File: src/rtl/rs_pkg.sv
// Shared constants, state encoding and GF(2^3) helpers for the RS encoder.
// Field generated by x^3+x+1; generator g(x)=x^2+6x+3.
package rs_pkg;

  localparam int RS_W = 3;
  localparam int RS_N = 7;
  localparam int RS_K = RS_N - 2;

  localparam logic [RS_W:0] PRIM_POLY = 4'b1011;

  typedef logic [RS_W-1:0] sym_t;

  localparam sym_t G1 = 3'd6;
  localparam sym_t G0 = 3'd3;

  typedef logic [1:0] state_t;

  localparam state_t IDLE   = 2'd0;
  localparam state_t ENCODE = 2'd1;
  localparam state_t DONE   = 2'd2;

  // Shift-and-add multiply; constant operands fold into XOR networks.
  function automatic sym_t gfmul(sym_t a, sym_t b);
    sym_t p;
    sym_t x;
    p = '0;
    x = a;
    for (int i = 0; i < RS_W; i++) begin
      if (b[i])
        p = p ^ x;
      if (x[RS_W-1])
        x = (x << 1) ^ PRIM_POLY[RS_W-1:0];
      else
        x = x << 1;
    end
    return p;
  endfunction

endpackage

File: src/rtl/rs_parity_lfsr.sv
// Two-register parity LFSR dividing by g(x)=x^2+G1*x+G0.
// Exposes the next-state values so the top can capture final parity.
module rs_parity_lfsr
  import rs_pkg::*;
(
  input  logic clk,
  input  logic reset,
  input  logic clear,
  input  logic step,
  input  sym_t symbol,
  output sym_t r1,
  output sym_t r0,
  output sym_t nxt_r1,
  output sym_t nxt_r0
);

  sym_t fb;

  assign fb     = symbol ^ r1;
  assign nxt_r1 = r0 ^ gfmul(fb, G1);
  assign nxt_r0 = gfmul(fb, G0);

  always_ff @(posedge clk) begin
    if (reset || clear) begin
      r1 <= '0;
      r0 <= '0;
    end else if (step) begin
      r1 <= nxt_r1;
      r0 <= nxt_r0;
    end
  end

endmodule

File: src/rtl/rs_encoder.sv
// Systematic RS(7,5) encoder over GF(2^3), one message symbol per clock.
// Optional RS_ENC_ERR_INJECT_EN adds a single-symbol error injector.
module rs_encoder
  import rs_pkg::*;
#(
  parameter int SYMBOL_WIDTH = RS_W,
  parameter int N            = RS_N
) (
  input  logic                           clk,
  input  logic                           reset,
  input  logic                           in_valid,
  output logic                           in_ready,
  input  logic [(N-2)*SYMBOL_WIDTH-1:0]  message,
`ifdef RS_ENC_ERR_INJECT_EN
  input  logic                           inj_en,
  input  logic [$clog2(N)-1:0]           inj_pos,
  input  logic [SYMBOL_WIDTH-1:0]        inj_val,
`endif
  output logic                           out_valid,
  input  logic                           out_ready,
  output logic [N*SYMBOL_WIDTH-1:0]      codeword
);

  localparam int K  = N - 2;
  localparam int CW = $clog2(K);

  state_t                       state;
  logic [CW-1:0]                count;
  logic [K*SYMBOL_WIDTH-1:0]    msg_reg;
  logic [N*SYMBOL_WIDTH-1:0]    inj_mask;
  sym_t                         cur_sym;
  sym_t                         r1;
  sym_t                         r0;
  sym_t                         nxt_r1;
  sym_t                         nxt_r0;
  logic                         accept;

  assign in_ready = (state == IDLE) && !reset;
  assign accept   = in_valid && in_ready;
  assign cur_sym  = msg_reg[count*SYMBOL_WIDTH +: SYMBOL_WIDTH];

`ifdef RS_ENC_ERR_INJECT_EN
  always_comb begin
    inj_mask = '0;
    if (inj_en && (32'(inj_pos) < N))
      inj_mask[inj_pos*SYMBOL_WIDTH +: SYMBOL_WIDTH] = inj_val;
  end
`else
  assign inj_mask = '0;
`endif

  rs_parity_lfsr u_lfsr (
    .clk    (clk),
    .reset  (reset),
    .clear  (accept),
    .step   (state == ENCODE),
    .symbol (cur_sym),
    .r1     (r1),
    .r0     (r0),
    .nxt_r1 (nxt_r1),
    .nxt_r0 (nxt_r0)
  );

  always_ff @(posedge clk) begin
    if (reset) begin
      state     <= IDLE;
      count     <= '0;
      msg_reg   <= '0;
      out_valid <= 1'b0;
      codeword  <= '0;
    end else begin
      unique case (state)
        IDLE: begin
          if (accept) begin
            msg_reg <= message;
            count   <= CW'(K-1);
            state   <= ENCODE;
          end
        end
        ENCODE: begin
          if (count == '0) begin
            codeword  <= {msg_reg, nxt_r1, nxt_r0} ^ inj_mask;
            out_valid <= 1'b1;
            state     <= DONE;
          end else begin
            count <= count - 1'b1;
          end
        end
        DONE: begin
          if (out_ready) begin
            out_valid <= 1'b0;
            state     <= IDLE;
          end
        end
        default: state <= IDLE;
      endcase
    end
  end

endmodule

File: config.mk
export PLATFORM = sky130hd
export DESIGN_NAME = rs_encoder
export DESIGN_NICKNAME = d
export VERILOG_FILES = /design/src/rtl/rs_pkg.sv /design/src/rtl/rs_parity_lfsr.sv /design/src/rtl/rs_encoder.sv
export SDC_FILE = /design/constraint.sdc
export NUM_CORES = 1
export LEC_CHECK = 0
export ABC_AREA = 1
export BUFFER_PORTS_ARGS = -buffer_cell sky130_fd_sc_hd__buf_2
export CAP_MARGIN = 20
export CORE_MARGIN = 10
export CORE_UTILIZATION = 56
export CTS_BUF_LIST = sky130_fd_sc_hd__clkbuf_8
export CTS_CLUSTER_DIAMETER = 30
export DETAILED_ROUTE_END_ITERATION = 10
export HOLD_SLACK_MARGIN = 0.1
export PLACE_DENSITY_LB_ADDON = 0.3
export SYNTH_ARGS = -nofsm -noshare
export SYNTH_HDL_FRONTEND = slang
export SYNTH_SLANG_ARGS = --single-unit
File: constraint.sdc
create_clock -name clk -period 1.9 [get_ports clk]
set_input_delay 0.19 -clock clk [delete_from_list [all_inputs] [get_ports clk]]
set_output_delay 0.19 -clock clk [all_outputs]
set_load 0.02 [all_outputs]
==> results_dict.tcl, run 1 <==
set metrics [dict create \
    path_class "register to register" \
    die_height_microns 80.2 \
    grt_antenna_before_repair 0 \
    critPathLaunchType "register" \
    period_share_pct 87.7 \
    clock_skew_ns 0.00569 \
    r2r_start "count[0]$_SDFFE_PP0P_" \
    drive_gt1_share_pct 21.5 \
    period_needed_ns 1.67 \
    final_cells 367 \
    crit_buf_inv 1 \
    reg2regPathDepth 12 \
    maxCapViolCount 0 \
    dp_slack_ns 0.0922 \
    leakage_nw 1.17 \
    cp.arrival_ns 1.88 \
    dp.cells 355 \
    tns_ns 0 \
    vdd_drop_max_mv 0.718 \
    post-dp-hpwl_mm 3.42 \
    timing.rr.end "u_lfsr.r1[2]$_SDFFE_PP0N_" \
    first_pass_iters 4 \
    io_buffers 41 \
    overflow 0 \
    gp_congestion 0.922 \
    cts.sinks 48 \
    cts_tree "built" \
    final_cell_mix "46 x nand2_1, 46 x dfxtp_1, 41 x buf_2, 40 x nand3_1, 39 x o21ai_0" \
    clock_latency_ns 0.31 \
    rsz0062_at_grt "no" \
    yosysTopAreaCell "dfxtp_1" \
    syn_area_sq_um 2030 \
    hold_class "input pin to register" \
    crit_fanout 8 \
    design_area_sq_um 2420 \
    crit_top_cell "nand2_1" \
    grt_pass1_vias 1796 \
    path_clk_slew_ns 0.08 \
    grt_max_degree 21 \
    synthTopCellsByArea "dfxtp_1 47%, nand3_1 9.9%, o21ai_0 9.6%, nand2_1 8.5%, inv_1 6.5%" \
    drt_iter0_markers 104 \
    path_depth 12 \
    setup_viol 0 \
    cp.required_ns 2.11 \
    clockBufferDepth 2 \
    p_per_area_nw_per_um2 921 \
    drcViolationCount 0 \
    cp_top_family "simple AND/OR/NAND/NOR gates" \
    die_area_sq_um 6440 \
    syn_nets 295 \
    cp-end-kind "register" \
    core_area_sq_um 3420 \
    drt-total-wl_mm 4.57 \
    ios 42 \
    yosys_warnings 0 \
    yosysUniqueCellTypes 22 \
    viasPerCell 5.03 \
    slew_headroom_pct 80.2 \
    cts_buffers 5 \
    grt_pass1_wl_mm 7.87 \
    worst_slack_ns 0.234 \
    startpoint "count[0]$_SDFFE_PP0P_" \
    slew_violations 0 \
    rows 21 \
    wl_per_cell_microns 12.5 \
    fin_nets 342 \
    critPathCapture "u_lfsr.r1[2]$_SDFFE_PP0N_" \
    cts-htree-levels 2 \
    diodes 0 \
    ant_nets 0 \
    die-width_microns 80.2 \
    synth_top_area_share_pct 47.3 \
    placed_area_sq_um 2290 \
    avgSynthCellArea_sq_um 7.41 \
    fmax_ghz 0.600 \
    outcome "completed" \
    num_vias 1847 \
    initial_core_util_pct 59.5 \
    grt_use_total_pct 15.1 \
    rrSetupSlack_ns 0.23 \
    worstPathCellList "nor3_2, nand2_1, nand2_1, nand2_1, nand2_1, nand2_1, nand3_1, nand2_1, nand2_1, nand3_1, nand2_1, inv_1" \
    cp_slowest_cell "dfxtp_2" \
    root_buffer "clkbuf_8" \
    seq_area_frac_synth_pct 47.3 \
    yosys_register_bits 48 \
    tightest_slew_ns 0.296 \
    largest_reg_flops 21 \
    syn_inst 274 \
    syn2layout_area_growth_pct 19.0 \
    cp_slowest_stage_delay_ns 0.38 \
    hold_viol 0 \
]
-- repair_timing --
action | in CTS | in global routing
setup buffers | 0 | 3
resized for setup | 0 | 2
endpoints found under the setup margin | 0 | 18
hold buffers | 2 | 0
hold endpoints to repair | 2 | 0
-- worst min-delay path by stage --
| stage | from | to | slack, ns | cells past startpoint |
|---|---|---|---|---|
| 5_1_grt | message[3] | msg_reg[3]$_SDFFE_PP0P_ | 0.11 | 3 |
| 2_1_floorplan | message[0] | msg_reg[0]$_SDFFE_PP0P_ | 0.33 | 2 |
| 3_5_place_dp | message[12] | msg_reg[12]$_SDFFE_PP0P_ | 0.42 | 3 |
| 6_report | message[1] | msg_reg[1]$_SDFFE_PP0P_ | 0.10 | 3 |
| 4_1_cts | message[6] | msg_reg[6]$_SDFFE_PP0P_ | 0.10 | 3 |
| 3_3_place_gp | message[6] | msg_reg[6]$_SDFFE_PP0P_ | 0.42 | 3 |
-- worst reg2reg max path, delay by kind of cell, from the launching register on --
kind | cells | cell delay (ns)
and+or+nand+nor | 11 | 1.14
DFF | 1 | 0.38
buffers and inverters | 1 | 0.03
-- logic make-up after synthesis --
group / count (synthesis) / synth area share [%]
xor gates and xnor gates: 1 / 0.431
buffers and inverters: 52 / 10.4
adders and majority gates: 2 / 1.23
DFF: 48 / 47.3
and+or+nand+nor: 102 / 23.0
AOI/OAI and AO/OA: 69 / 17.7
-- layout make-up --
cell class	instances	area, sq um
Clock inverter	2	12.5
Multi-Input combinational cell	174	866
Timing Repair Buffer	53	300
Tap cell	46	57.6
Inverter	39	149
Sequential cell	48	963
Clock buffer	5	68.8
Fill cell	305	998
-- power by group --
part	switching, W	internal (W)
Sequential	0.0000518	0.00109
Combinational	0.000325	0.000181
Clock	0.000330	0.000249
Total	0.000707	0.00152
-- routing by layer --
layer | vias to the layer above | part of all wire, % | track usage (%)
li1 | 995 | - | -
met1 | 797 | 46 | 17.8
met2 | 49 | 45 | 23.4
met3 | 6 | 7.6 | 6.35
met4 | 0 | 1.2 | 6.34
met5 | - | 0 | 0
-- cell usage after synthesis --
| cell type | number |
|---|---|
| dfxtp_1 | 48 |
| nand2_1 | 46 |
| nand3_1 | 40 |
| o21ai_0 | 39 |
| inv_1 | 35 |
| a21oi_1 | 25 |
| clkbuf_1 | 8 |
| nor2_1 | 8 |
| buf_2 | 4 |
| inv_2 | 3 |
| nor3_2 | 3 |
| ha_1 | 2 |
| nand2_2 | 2 |
| nand3b_1 | 2 |
| o211ai_1 | 2 |
| a211oi_1 | 1 |
| a31oi_1 | 1 |
| buf_6 | 1 |
| inv_4 | 1 |
| o211a_1 | 1 |
| or2_1 | 1 |
| xnor2_1 | 1 |
-- metrics by stage --
| step | util [%] | total power [W] | hold slack (ns) |
|---|---|---|---|
| 3_5_place_dp | 67.1 | 0.00166 | 0.422 |
| 4_1_cts | 70.0 | 0.00223 | 0.100 |
| 5_1_grt | 70.8 | 0.00236 | 0.114 |
| 6_report | 70.8 | 0.00223 | 0.104 |
| 2_1_floorplan | - | 0.00152 | 0.329 |
| 3_3_place_gp | 67.1 | 0.00164 | 0.417 |
Power figures use the tool's default switching activity.
==> inputs of run 2 (changes only) <==
--- a/config.mk
+++ b/config.mk
@@ -15,6 +15,7 @@
 export DETAILED_ROUTE_END_ITERATION = 10
 export HOLD_SLACK_MARGIN = 0.1
 export PLACE_DENSITY_LB_ADDON = 0.3
+export REMOVE_ABC_BUFFERS = 1
 export SYNTH_ARGS = -nofsm -noshare
 export SYNTH_HDL_FRONTEND = slang
 export SYNTH_SLANG_ARGS = --single-unit
==> run 2 against run 1 <==
- combinational power increased by 0.8%
- die area unchanged
- hold slack improved by 0.0080 ns
- via count increased by 1.9%
- worst setup slack got worse by 0.017 ns
- cell count decreased by 1.4%
- sequential power about the same
- clock skew about the same
- fmax decreased by 0.99%
- highest routed layer unchanged
==> results_dict.tcl, run 2 (synthesized netlist as in run 1, its figures left out) <==
set metrics [dict create \
    cts_buffers 5 \
    cp_top_family "simple AND/OR/NAND/NOR gates" \
    worstPathCellList "inv_4, nand2_1, nand3_1, nand3_1, nand2_1, nand2_1, nand2_1, nand2_1, nand3_2, nand2_1, nand2_1, nand3_1, nand2_1, inv_1" \
    final_cell_mix "46 x nand2_1, 45 x dfxtp_1, 41 x buf_2, 39 x nand3_1, 39 x o21ai_0" \
    startpoint "count[0]$_SDFFE_PP0P_" \
    overflow 0 \
    rows 21 \
    rrSetupSlack_ns 0.22 \
    power_switching_w 0.000709 \
    grt_max_degree 43 \
    largest_reg_flops 21 \
    cts-htree-levels 2 \
    post-dp-hpwl_mm 3.34 \
    critPathLaunchType "register" \
    io_buffers 41 \
    vdd_drop_max_mv 0.688 \
    total_power_w 0.00244 \
    clock_latency_ns 0.30 \
    r2r_start "count[0]$_SDFFE_PP0P_" \
    cp.arrival_ns 1.88 \
    post_cts_buffers 0 \
    diodes 0 \
    p_per_area_nw_per_um2 1000 \
    pwr-share-clk_pct 32.4 \
    slew_headroom_pct 84.5 \
    postCtsHoldBufs 0 \
    drt-total-wl_mm 4.57 \
    wl_per_cell_microns 12.6 \
    intPower_w 0.00173 \
    fmax_ghz 0.594 \
    root_buffer "clkbuf_8" \
    grt_use_total_pct 14.7 \
    final_cells 362 \
    maxCapViolCount 0 \
    clockBufferDepth 2 \
    num_vias 1882 \
    period_share_pct 88.6 \
    cp_slowest_stage_delay_ns 0.39 \
    initial_core_util_pct 59.5 \
    viasPerCell 5.20 \
    crit_fanout 10 \
    period_needed_ns 1.68 \
    cp.required_ns 2.10 \
    p_comb_share_pct 20.9 \
    setup_viol 0 \
    p_seq_share_pct 46.7 \
    path_clk_slew_ns 0.08 \
    core_area_sq_um 3420 \
    cts_tree "built" \
    die_height_microns 80.2 \
    holdWs_ns 0.112 \
    tightest_slew_ns 0.231 \
    multi_input_comb_area_sq_um 871 \
    fin_nets 336 \
    fillerInstances 297 \
    grt_pass1_vias 1872 \
    crit_top_cell "nand2_1" \
    tns_ns 0 \
    dp.cells 354 \
    critPathCapture "codeword[5]$_SDFFE_PP0P_" \
    path_class "register to register" \
    first_pass_iters 4 \
    ant_nets 0 \
    reg2regPathDepth 14 \
    timing.rr.end "codeword[5]$_SDFFE_PP0P_" \
    cts.sinks 48 \
    cp-end-kind "register" \
    cts_resized 0 \
    drcViolationCount 0 \
    mostFrequentLayoutCell "nand2_1" \
    cp_slowest_cell "dfxtp_4" \
    ios 42 \
    grt_antenna_before_repair 0 \
    drt_iter0_markers 94 \
    hold_class "input pin to register" \
    regArea_sq_um 967 \
    gp_congestion 0.867 \
    leakage_nw 1.17 \
    path_depth 14 \
    drive_gt1_share_pct 21.5 \
    grt_pass1_wl_mm 7.90 \
    crit_buf_inv 2 \
    outcome "completed" \
    die-width_microns 80.2 \
    slew_violations 0 \
    hold_viol 0 \
    die_area_sq_um 6440 \
    rsz0062_at_grt "no" \
    min_from "message[8]" \
    clock_skew_ns 0.00606 \
    p_sw_share_pct 29.1 \
    syn2layout_area_growth_pct 19.8 \
]
[run 2: cell types whose count changed in the layout (fill, tap and decap cells not counted), sizes merged]
cell	delta
clkinvlp	-1
buf	-4
bufinv	+1
clkbuf	+2
dlygate4sd3	-2
clkinv	-1
[run 2: power by group through the flow]
stage	clock network [W]	registers [W]	logic (W)
detailed placement	0	0.00116	0.000501
global placement	0	0.00116	0.000486
CTS	0.000807	0.00114	0.000505
finish	0.000790	0.00114	0.000510
floorplan	0	0.00119	0.000300
global route	0.000839	0.00115	0.000580
[run 2: worst min-delay path by stage]
stage | depth (start not counted) | endpoint | slack (ns)
finish | 3 | msg_reg[8]$_SDFFE_PP0P_ | 0.11
global route | 3 | msg_reg[8]$_SDFFE_PP0P_ | 0.12
CTS | 3 | msg_reg[8]$_SDFFE_PP0P_ | 0.11
detailed placement | 3 | msg_reg[8]$_SDFFE_PP0P_ | 0.42
global placement | 3 | msg_reg[13]$_SDFFE_PP0P_ | 0.42
floorplan | 1 | out_valid$_SDFFE_PP0P_ | 0.26
[run 2: through the flow]
stage	worst slack (ns)	cell area [sq um]	utilization [%]
final	0.217	2430	71.2
after global routing	0.0320	2430	71.2
after CTS	0.0405	2420	70.9
after detailed placement	0.0844	2300	67.2
after global placement	0.173	2300	67.2
after floorplan	-0.646	1970	-
[run 2: layout make-up]
cell class | instances | area share (%)
repair buffers | 47 | 10.8
flip-flops and latches | 48 | 39.7
clock buffers | 7 | 3.96
clock inverters | 1 | 1.23
well taps | 46 | 2.37
multi-input cells | 174 | 35.8
inverters | 39 | 6.12
[run 2: tightest hold or removal path, cell delays in order]
cell	delay (ns)
buf_2	0.08
nand3_1	0.06
o21ai_0	0.06
[run 2: metal layers]
layer	vias up	track usage (%)	share of wire [%]
met3	5	5.35	6.5
met4	0	4.23	1.1
met1	848	17.1	46
li1	984	-	-
met2	45	24.9	47
met5	-	0	0
==> inputs of run 3 (changes only) <==
--- a/config.mk
+++ b/config.mk
@@ -9,13 +9,11 @@
 export BUFFER_PORTS_ARGS = -buffer_cell sky130_fd_sc_hd__buf_2
 export CAP_MARGIN = 20
 export CORE_MARGIN = 10
-export CORE_UTILIZATION = 56
+export CORE_UTILIZATION = 45
 export CTS_BUF_LIST = sky130_fd_sc_hd__clkbuf_8
 export CTS_CLUSTER_DIAMETER = 30
 export DETAILED_ROUTE_END_ITERATION = 10
-export HOLD_SLACK_MARGIN = 0.1
 export PLACE_DENSITY_LB_ADDON = 0.3
-export REMOVE_ABC_BUFFERS = 1
 export SYNTH_ARGS = -nofsm -noshare
 export SYNTH_HDL_FRONTEND = slang
 export SYNTH_SLANG_ARGS = --single-unit
==> run 3 against run 2 <==
- clock skew hardly changed
- core utilization is 16 points lower
- cell count up 1.7%
- final area fell by 1.5%
- largest power group unchanged
- flip-flop and latch count did not move
- worst setup slack improved by 0.041 ns
- clock power decreased by 21%
- sequential share of layout area is 0.62 points higher
- global-route usage decreased by 1.5 points
- sequential power hardly changed
- combinational power down 2%
- first-iteration DRC count increased by 17%
==> results_dict.tcl, run 3 (synthesized netlist as in run 1, its figures left out) <==
set metrics [dict create \
    initial_core_util_pct 46.6 \
    p_per_area_nw_per_um2 942 \
    grt_pass1_wl_mm 8.24 \
    met3_length_microns 400 \
    cp.arrival_ns 1.87 \
    grt_max_degree 25 \
    ios 42 \
    intPower_w 0.00155 \
    grt_use_total_pct 13.2 \
    min_path_cells 3 \
    maxCapViolCount 0 \
    cts_tree "built" \
    overflow 0 \
    root_buffer "clkbuf_8" \
    critPathLaunchType "register" \
    viasPerCell 5.03 \
    die-width_microns 87.2 \
    vdd_drop_max_mv 0.456 \
    clockBufferDepth 2 \
    rrSetupSlack_ns 0.26 \
    final_cell_mix "46 x nand2_1, 45 x dfxtp_1, 41 x buf_2, 39 x nand3_1, 39 x o21ai_0" \
    clock_latency_ns 0.29 \
    die_height_microns 87.2 \
    slew_violations 0 \
    cp-end-kind "register" \
    tightest_slew_ns 0.330 \
    drcViolationCount 0 \
    cp.required_ns 2.12 \
    ant_nets 0 \
    gp_congestion 0.846 \
    path_class "register to register" \
    first_pass_iters 4 \
    maxUsedRoutingLayer "met4" \
    holdWs_ns 0.113 \
    hold_class "input pin to register" \
    largest_reg_flops 21 \
    pwr-share-clk_pct 27.5 \
    post_cts_buffers 0 \
    hold_viol 0 \
    period_share_pct 86.4 \
    p_sw_share_pct 31.3 \
    slew_headroom_pct 78.0 \
    mostFrequentLayoutCell "nand2_1" \
    power_switching_w 0.000707 \
    setup_viol 0 \
    cts_buffers 5 \
    r2r_start "count[0]$_SDFFE_PP0P_" \
    drt-total-wl_mm 4.69 \
    wl_met2_mm 2.13 \
    core_area_sq_um 4350 \
    cts-htree-levels 2 \
    syn2layout_area_growth_pct 18.0 \
    drt_iter0_markers 110 \
    outcome "completed" \
    diodes 0 \
    fillerInstances 411 \
    cts.sinks 48 \
    path_clk_slew_ns 0.09 \
    grt_antenna_before_repair 0 \
    period_needed_ns 1.64 \
    die_area_sq_um 7600 \
    fmax_ghz 0.609 \
    min_from "message[11]" \
    wl_per_cell_microns 12.7 \
    leakage_nw 1.15 \
    dp_slack_ns 0.108 \
    worst_slack_ns 0.258 \
    timing.rr.end "codeword[10]$_SDFFE_PP0P_" \
    grt_pass1_vias 1806 \
    drive_gt1_share_pct 21.2 \
    worstHoldEndpoint "msg_reg[11]$_SDFFE_PP0P_" \
    tns_ns 0 \
    clock_skew_ns 0.00592 \
    drt-met1-wl_mm 2.10 \
    num_vias 1851 \
    p_seq_share_pct 50.4 \
    p_comb_share_pct 22.1 \
    post-dp-hpwl_mm 3.61 \
    rows 24 \
    fin_nets 336 \
    postCtsHoldBufs 0 \
    reg2regPathDepth 7 \
    total_power_w 0.00226 \
    io_buffers 41 \
    crit_fanout 24 \
    rsz0062_at_grt "no" \
]
[run 3: critical path, cell delays in order, from the launching register on]
cell and delay [ns]:
dfxtp_4 0.39, inv_4 0.11, ha_1 0.15, inv_1 0.06, nor3_4 0.32, buf_4 0.30, o21ai_0 0.11, a21oi_1 0.13
[run 3: worst max path at each step]
stage | from | end
detailed placement | count[0]$_SDFFE_PP0P_ | codeword[5]$_SDFFE_PP0P_
CTS | count[0]$_SDFFE_PP0P_ | codeword[5]$_SDFFE_PP0P_
finish | count[0]$_SDFFE_PP0P_ | codeword[10]$_SDFFE_PP0P_
global route | count[2]$_SDFFE_PP0P_ | codeword[5]$_SDFFE_PP0P_
global placement | count[0]$_SDFFE_PP0P_ | u_lfsr.r1[0]$_SDFFE_PP0N_
floorplan | count[0]$_SDFFE_PP0P_ | codeword[3]$_SDFFE_PP0P_
[run 3: power groups by stage]
stage | registers [W] | logic [W] | clock network (W)
floorplan | 0.00119 | 0.000324 | 0
global placement | 0.00116 | 0.000489 | 0
detailed placement | 0.00116 | 0.000500 | 0
CTS | 0.00114 | 0.000501 | 0.000639
global route | 0.00115 | 0.000575 | 0.000679
finish | 0.00114 | 0.000498 | 0.000621
[run 3: per-layer routing]
layer,up-vias,global-route usage [%]
met5,-,0
met4,0,4.20
met3,7,4.78
met2,55,21.2
met1,810,16.0
li1,979,-
[run 3: through the flow]
| step | instances | cell area, sq um | utilization [%] |
|---|---|---|---|
| 6_report | 368 | 2400 | 55.0 |
| 5_1_grt | 368 | 2400 | 55.0 |
| 4_1_cts | 368 | 2380 | 54.8 |
| 3_5_place_dp | 360 | 2290 | 52.6 |
| 3_3_place_gp | 360 | 2290 | 52.6 |
| 2_1_floorplan | 274 | 2030 | - |
[run 3: layout make-up]
type	instances	area, sq um	area share (%)
clock inverters	2	11.3	0.470
multi-input cells	174	871	36.3
repair buffers	47	250	10.4
clock buffers	6	82.6	3.45
inverters	39	149	6.21
flip-flops and latches	48	967	40.4
well taps	52	65.1	2.72
[run 3: timing repair]
item	in CTS	in global routing
endpoints found under the setup margin	0	11
hold endpoints to repair	0	0
resized for setup	0	5
